===== config.mk =====
export PLATFORM = sky130hd
export DESIGN_NAME = updown_counter_param
export DESIGN_NICKNAME = d
export VERILOG_FILES = /design/src/rtl/counter_pkg.sv /design/src/rtl/clk_en_prescaler.sv /design/src/rtl/updown_counter_param.sv
export SDC_FILE = /design/constraint.sdc
export NUM_CORES = 1
export LEC_CHECK = 0
export BUFFER_PORTS_ARGS = -buffer_cell sky130_fd_sc_hd__buf_2
export CAP_MARGIN = 25
export CORE_MARGIN = 3
export CORE_UTILIZATION = 33
export DETAILED_ROUTE_END_ITERATION = 12
export SYNTH_ARGS = -nofsm -noshare
export SYNTH_HDL_FRONTEND = slang
export SYNTH_SLANG_ARGS = --single-unit

===== constraint.sdc =====
create_clock -name clk -period 4.1 [get_ports clk]
set_input_delay 0.205 -clock clk [delete_from_list [all_inputs] [get_ports clk]]
set_output_delay 0.205 -clock clk [all_outputs]
set_load 0.01 [all_outputs]

===== src/rtl/counter_pkg.sv =====
// Shared constants and types for the parametrised up/down counter.
package counter_pkg;

   // Direction encoding on up_dn.
   localparam logic DIR_UP = 1'b1;
   localparam logic DIR_DN = 1'b0;

   // Limit behaviour selected by the SATURATE parameter.
   localparam int unsigned MODE_WRAP = 0;
   localparam int unsigned MODE_SAT  = 1;

   // Operation selected on an edge, after priority resolution.
   typedef enum logic [1:0] {
      OpHold,
      OpClear,
      OpLoad,
      OpStep
   } cnt_op_e;

endpackage


===== src/rtl/clk_en_prescaler.sv =====
// Divides an enable stream: tick goes high on every PRESCALE-th enabled cycle.
module clk_en_prescaler #(
   parameter int unsigned PRESCALE = 1
) (
   input  logic clk,
   input  logic reset,
   input  logic en,
   input  logic restart,
   output logic tick
);

   if (PRESCALE <= 1) begin : g_bypass
      // No division needed: every enabled cycle is a tick.
      logic unused_ok;
      assign unused_ok = ^{clk, reset, restart};
      assign tick      = en;
   end else begin : g_div
      localparam int unsigned CntW = $clog2(PRESCALE);
      localparam logic [CntW-1:0] LastVal = CntW'(PRESCALE - 1);

      logic [CntW-1:0] cnt_q, cnt_d;

      // Next phase: restart wins, otherwise advance modulo PRESCALE while enabled.
      always_comb begin
         cnt_d = cnt_q;
         if (restart) begin
            cnt_d = '0;
         end else if (en) begin
            cnt_d = (cnt_q == LastVal) ? '0 : cnt_q + CntW'(1);
         end
      end

      // Phase register.
      always_ff @(posedge clk or posedge reset) begin
         if (reset) begin
            cnt_q <= '0;
         end else begin
            cnt_q <= cnt_d;
         end
      end

      assign tick = en & (cnt_q == LastVal);
   end

endmodule


===== src/rtl/updown_counter_param.sv =====
// Parametrised up/down counter with load, clear, wrap/saturate and event flags.
module updown_counter_param
   import counter_pkg::*;
#(
   parameter int unsigned WIDTH     = 4,
   parameter int unsigned MAX_COUNT = (1 << WIDTH) - 1,
   parameter int unsigned SATURATE  = 0,
   parameter int unsigned PRESCALE  = 1
) (
   input  logic             clk,
   input  logic             reset,
   input  logic             en,
   input  logic             up_dn,
   input  logic             clear,
   input  logic             load,
   input  logic [WIDTH-1:0] load_val,
   output logic [WIDTH-1:0] counter,
   output logic             wrap,
   output logic             ovf
);

   localparam logic [WIDTH-1:0] MaxVal = WIDTH'(MAX_COUNT);
   localparam bit               SatMode = (SATURATE == MODE_SAT);

   logic [WIDTH-1:0] counter_q, counter_d;
   logic             wrap_q, wrap_d;
   logic             ovf_q, ovf_d;
   logic             tick;
   logic             restart;
   cnt_op_e          op;

   logic [WIDTH-1:0] eff_cnt;
   logic             at_top;
   logic             at_bot;
   logic             boundary;
   logic [WIDTH-1:0] step_val;

   assign restart = clear | load;

   clk_en_prescaler #(
      .PRESCALE (PRESCALE)
   ) u_prescaler (
      .clk     (clk),
      .reset   (reset),
      .en      (en),
      .restart (restart),
      .tick    (tick)
   );

   // Priority: clear over load over step; en only gates stepping.
   always_comb begin
      op = OpHold;
      if (clear) begin
         op = OpClear;
      end else if (load) begin
         op = OpLoad;
      end else if (tick) begin
         op = OpStep;
      end
   end

   // Boundary compare on the clamped count; out-of-range values act as MAX_COUNT.
   always_comb begin
      at_top   = (counter_q >= MaxVal);
      eff_cnt  = at_top ? MaxVal : counter_q;
      at_bot   = (eff_cnt == '0);
      boundary = 1'b0;
      step_val = eff_cnt;
      if (up_dn == DIR_UP) begin
         if (at_top) begin
            boundary = 1'b1;
            step_val = SatMode ? MaxVal : '0;
         end else begin
            step_val = eff_cnt + WIDTH'(1);
         end
      end else begin
         if (at_bot) begin
            boundary = 1'b1;
            step_val = SatMode ? '0 : MaxVal;
         end else begin
            step_val = eff_cnt - WIDTH'(1);
         end
      end
   end

   // Next-state for count and flags.
   always_comb begin
      counter_d = counter_q;
      wrap_d    = 1'b0;
      ovf_d     = ovf_q;
      unique case (op)
         OpClear: begin
            counter_d = '0;
            ovf_d     = 1'b0;
         end
         OpLoad: begin
            counter_d = (load_val > MaxVal) ? MaxVal : load_val;
         end
         OpStep: begin
            counter_d = step_val;
            wrap_d    = boundary;
            if (boundary) begin
               ovf_d = 1'b1;
            end
         end
         default: begin
            counter_d = counter_q;
         end
      endcase
   end

   // State registers.
   always_ff @(posedge clk or posedge reset) begin
      if (reset) begin
         counter_q <= '0;
         wrap_q    <= 1'b0;
         ovf_q     <= 1'b0;
      end else begin
         counter_q <= counter_d;
         wrap_q    <= wrap_d;
         ovf_q     <= ovf_d;
      end
   end

   assign counter = counter_q;
   assign wrap    = wrap_q;
   assign ovf     = ovf_q;

endmodule


==> impl_results.md <==
* Status: completed
* Fraction of layout cells with a size suffix above 1 at 33.33%
* First-pass GRT wire length at 1718 um
* Async SR Flop Fraction at 100.0%
* Synth area leaders: dfrtp_1 29%, ha_1 7.3%, a21oi_1 5.9%
* Seq/Total Area, Yosys at between 20 and 30%
* Cells after synthesis at between 50 and 60
* Clock transition at path regs at 0.04 ns
* DP HPWL at 790.8 um
* Final critical-path required period at approximately 1.7 ns
* Most instantiated cells after synthesis: 6 x a21oi_1, 6 x dfrtp_1, 5 x inv_1, 4 x nand2_1, 4 x o21ai_0
* Actual slew at the worst max-slew pin at ~0.3 ns
* Area leader, netlist: dfrtp_1
* GRT Total Usage at 12.01%
* Layout area overhead at 15.40%
* Max Slew Vio Count at 0
* Post-CTS setup buffers at 0
* Top_reg_cell synth: dfrtp_1
* RSZ-0062 raised after global routing: false
* H-tree depth at 1
* WP data arrival at ~1.9 ns
* Die X at 45.38 um
* Filler cell count at 143
* Leak at approximately 0.29 nW
* Startpoint Class: flip-flop
* CP Class: reg -> reg
* Syn Area/Cell at 9.138 um2
* TritonCTS Buffers at 3
* Final net count at just under 90
* Antenna-violating nets left at 0
* CTS Root Cell: clkbuf_4
* Post-synthesis register bit count at 6
* Sw frac at 28.97%
* Vias in the first global route at between 300 and 400
* Final hold viol count at 0
* Class of the worst hold path: in -> reg
* Largest net degree at the start of global routing at 11
* CTS tree: yes
* Yosys warning count at 0
* Power share of the combinational group at 25.3%
* Layer with the highest usage: met2
* P_int at about 120 uW
* Setup TNS at 0 ns
* Latest clock arrival within the worst-skew pair at roughly 0.24 ns
* Net count after synthesis at 69
* CTS max path bufs at 2
* Max Cap Viol at 0
* Final setup fails at 0
* Die area at approximately 0.0021 mm2
* Clk pwr share at between 30% and 40%
* Power Dens Cells at between 200 and 300 mW/mm2
* Clock Skews at between 0.004 and 0.005 ns
* Initial Utilization at between 30% and 40%
* VDD IR max at approximately 0.00023 V
* Crit end category: flip-flop
* Multi-input logic area at 291.5 um2
* Met1 Use GR at 15.22%
* DRC viols at 0
* Via density at about 5.3
* Max FO, Critical Path at 9
* EDFF count, synth at 0
* Total power at 164.9 uW
* Met3 usage at 6.324%
* Detailed Route Iter0 Violations at 10
* Sequential Area at 150.1 um2
* GR Util met2 at 17.55%
* Top Ports at 16
* Initial antenna violation count at 0
* Mapped Area at 511.7 um2
* Gr ovfl total at 0
* Vias at 460
* Die Height at 45.38 um
* Required time worst endpoint at 4.27 ns
* Fin crit share at 41.69%
* Reg2Reg Depth at 6
* Num rows at 13
* Switch Pwr at approximately 48 uW
* First-pass DRT Iterations at 3
* Top cell type's share of synthesized area at 29.34%
* Reg power frac at around 42%
* Core area at approximately 0.0014 mm2
* Post-synth cell types at 27
* WL final at 1009 um
* # diodes at 0
* Max Clk Rate at between 500 and 600 MHz
* Max-slew headroom at between 70% and 80%
* Clock sink total at 6
* Avg WL per Cell at around 12 um
* Hold depth at 3
* Placer Congestion at ~0.77
* Port buffer count at 15
==> layer usage <==
metal,part of all wire (%),vias to the layer above
met5,0,-
met4,0,0
met3,7.0,0
met2,50,14
met1,43,212
li1,-,234
==> cell families (layout without fill, tap and decap cells) <==
group | count (synthesis) | after routing | synth area share (%)
buffers and inverters | 9 | 25 | 13.69
AND/OR/NAND/NOR | 17 | 17 | 20.78
AO/OA/AOI/OAI | 18 | 18 | 22.98
multiplexers | 2 | 2 | 4.156
flip-flops | 6 | 6 | 29.34
XOR/XNOR | 1 | 1 | 1.712
adder cells (fa/ha/maj) | 3 | 3 | 7.336
==> cells in the final DEF, fill, tap and decap left out <==
cell           instances
o221ai_1               1
or2b_2                 1
a21o_1                 2
a21oi_1                6
o21ai_0                4
mux2i_1                1
nand2b_4               1
nor3b_1                1
xnor2_1                1
mux2_2                 1
a31oi_1                2
nand2_1                4
or3b_2                 1
clkbuf_4               3
o22ai_2                1
nor2b_1                2
dlygate4sd3_1          1
nor2_1                 3
a221oi_1               1
ha_1                   3
dfrtp_1                6
buf_2                 15
inv_2                  1
a311o_1                1
nand4_1                2
or4b_1                 1
or3_1                  1
inv_1                  5
==> worst paths after layout <==
check                                       start                      to  slack [ns]
setup / recovery           counter[0]$_DFFE_PP0P_  counter[0]$_DFFE_PP0P_        2.39
max in group asynchronous                   reset  counter[0]$_DFFE_PP0P_        3.49
hold reg to reg                   ovf$_DFFE_PP0P_         ovf$_DFFE_PP0P_        0.49
min in group asynchronous                   reset         ovf$_DFFE_PP0P_        0.42
hold / removal                        load_val[0]  counter[0]$_DFFE_PP0P_        0.21
setup reg to reg           counter[0]$_DFFE_PP0P_  counter[0]$_DFFE_PP0P_        2.39
==> metrics by stage <==
stage	cells	cell area, um2	utilization [%]	hold WS, ns	setup WS [ns]
global route	87	590.6	42.71	0.2248	2.276
detailed placement	83	558.0	40.36	0.1271	2.389
floorplan	56	511.7	-	-0.004041	2.459
finish	87	590.6	42.71	0.2079	2.391
global placement	83	558.0	40.36	0.1297	2.408
CTS	87	590.6	42.71	0.2046	2.379
==> registers in the layout (all words and copies together), names as in the netlist <==
| signal | flops |
|---|---|
| counter | 4 |
| ovf | 1 |
| wrap | 1 |
==> timing repair <==
item	CTS	global route
hold buffers	1	0
resized for setup	0	0
endpoints found under the hold margin	6	0
==> power groups by stage <==
stage	registers, mW	clock network, mW	logic, mW
2_1_floorplan	0.0704	0	0.0319
3_3_place_gp	0.0708	0	0.0417
3_5_place_dp	0.0711	0	0.0412
4_1_cts	0.0701	0.0554	0.0423
6_report	0.0700	0.0532	0.0417
5_1_grt	0.0713	0.0594	0.0478
==> cell type report <==
class | count | area share [%]
Multi-Input combinational cell | 41 | 49.36
Tap cell | 15 | 3.178
Clock buffer | 3 | 3.814
Sequential cell | 6 | 25.42
Inverter | 6 | 3.814
Timing Repair Buffer | 16 | 14.41
==> critical path, cell delays in order (launching register included) <==
cell and delay [ns]:
dfrtp_1 0.46, inv_2 0.10, ha_1 0.20, or3b_2 0.45
a21oi_1 0.15, o221ai_1 0.11, a21oi_1 0.15
Power figures use the tool's default switching activity.
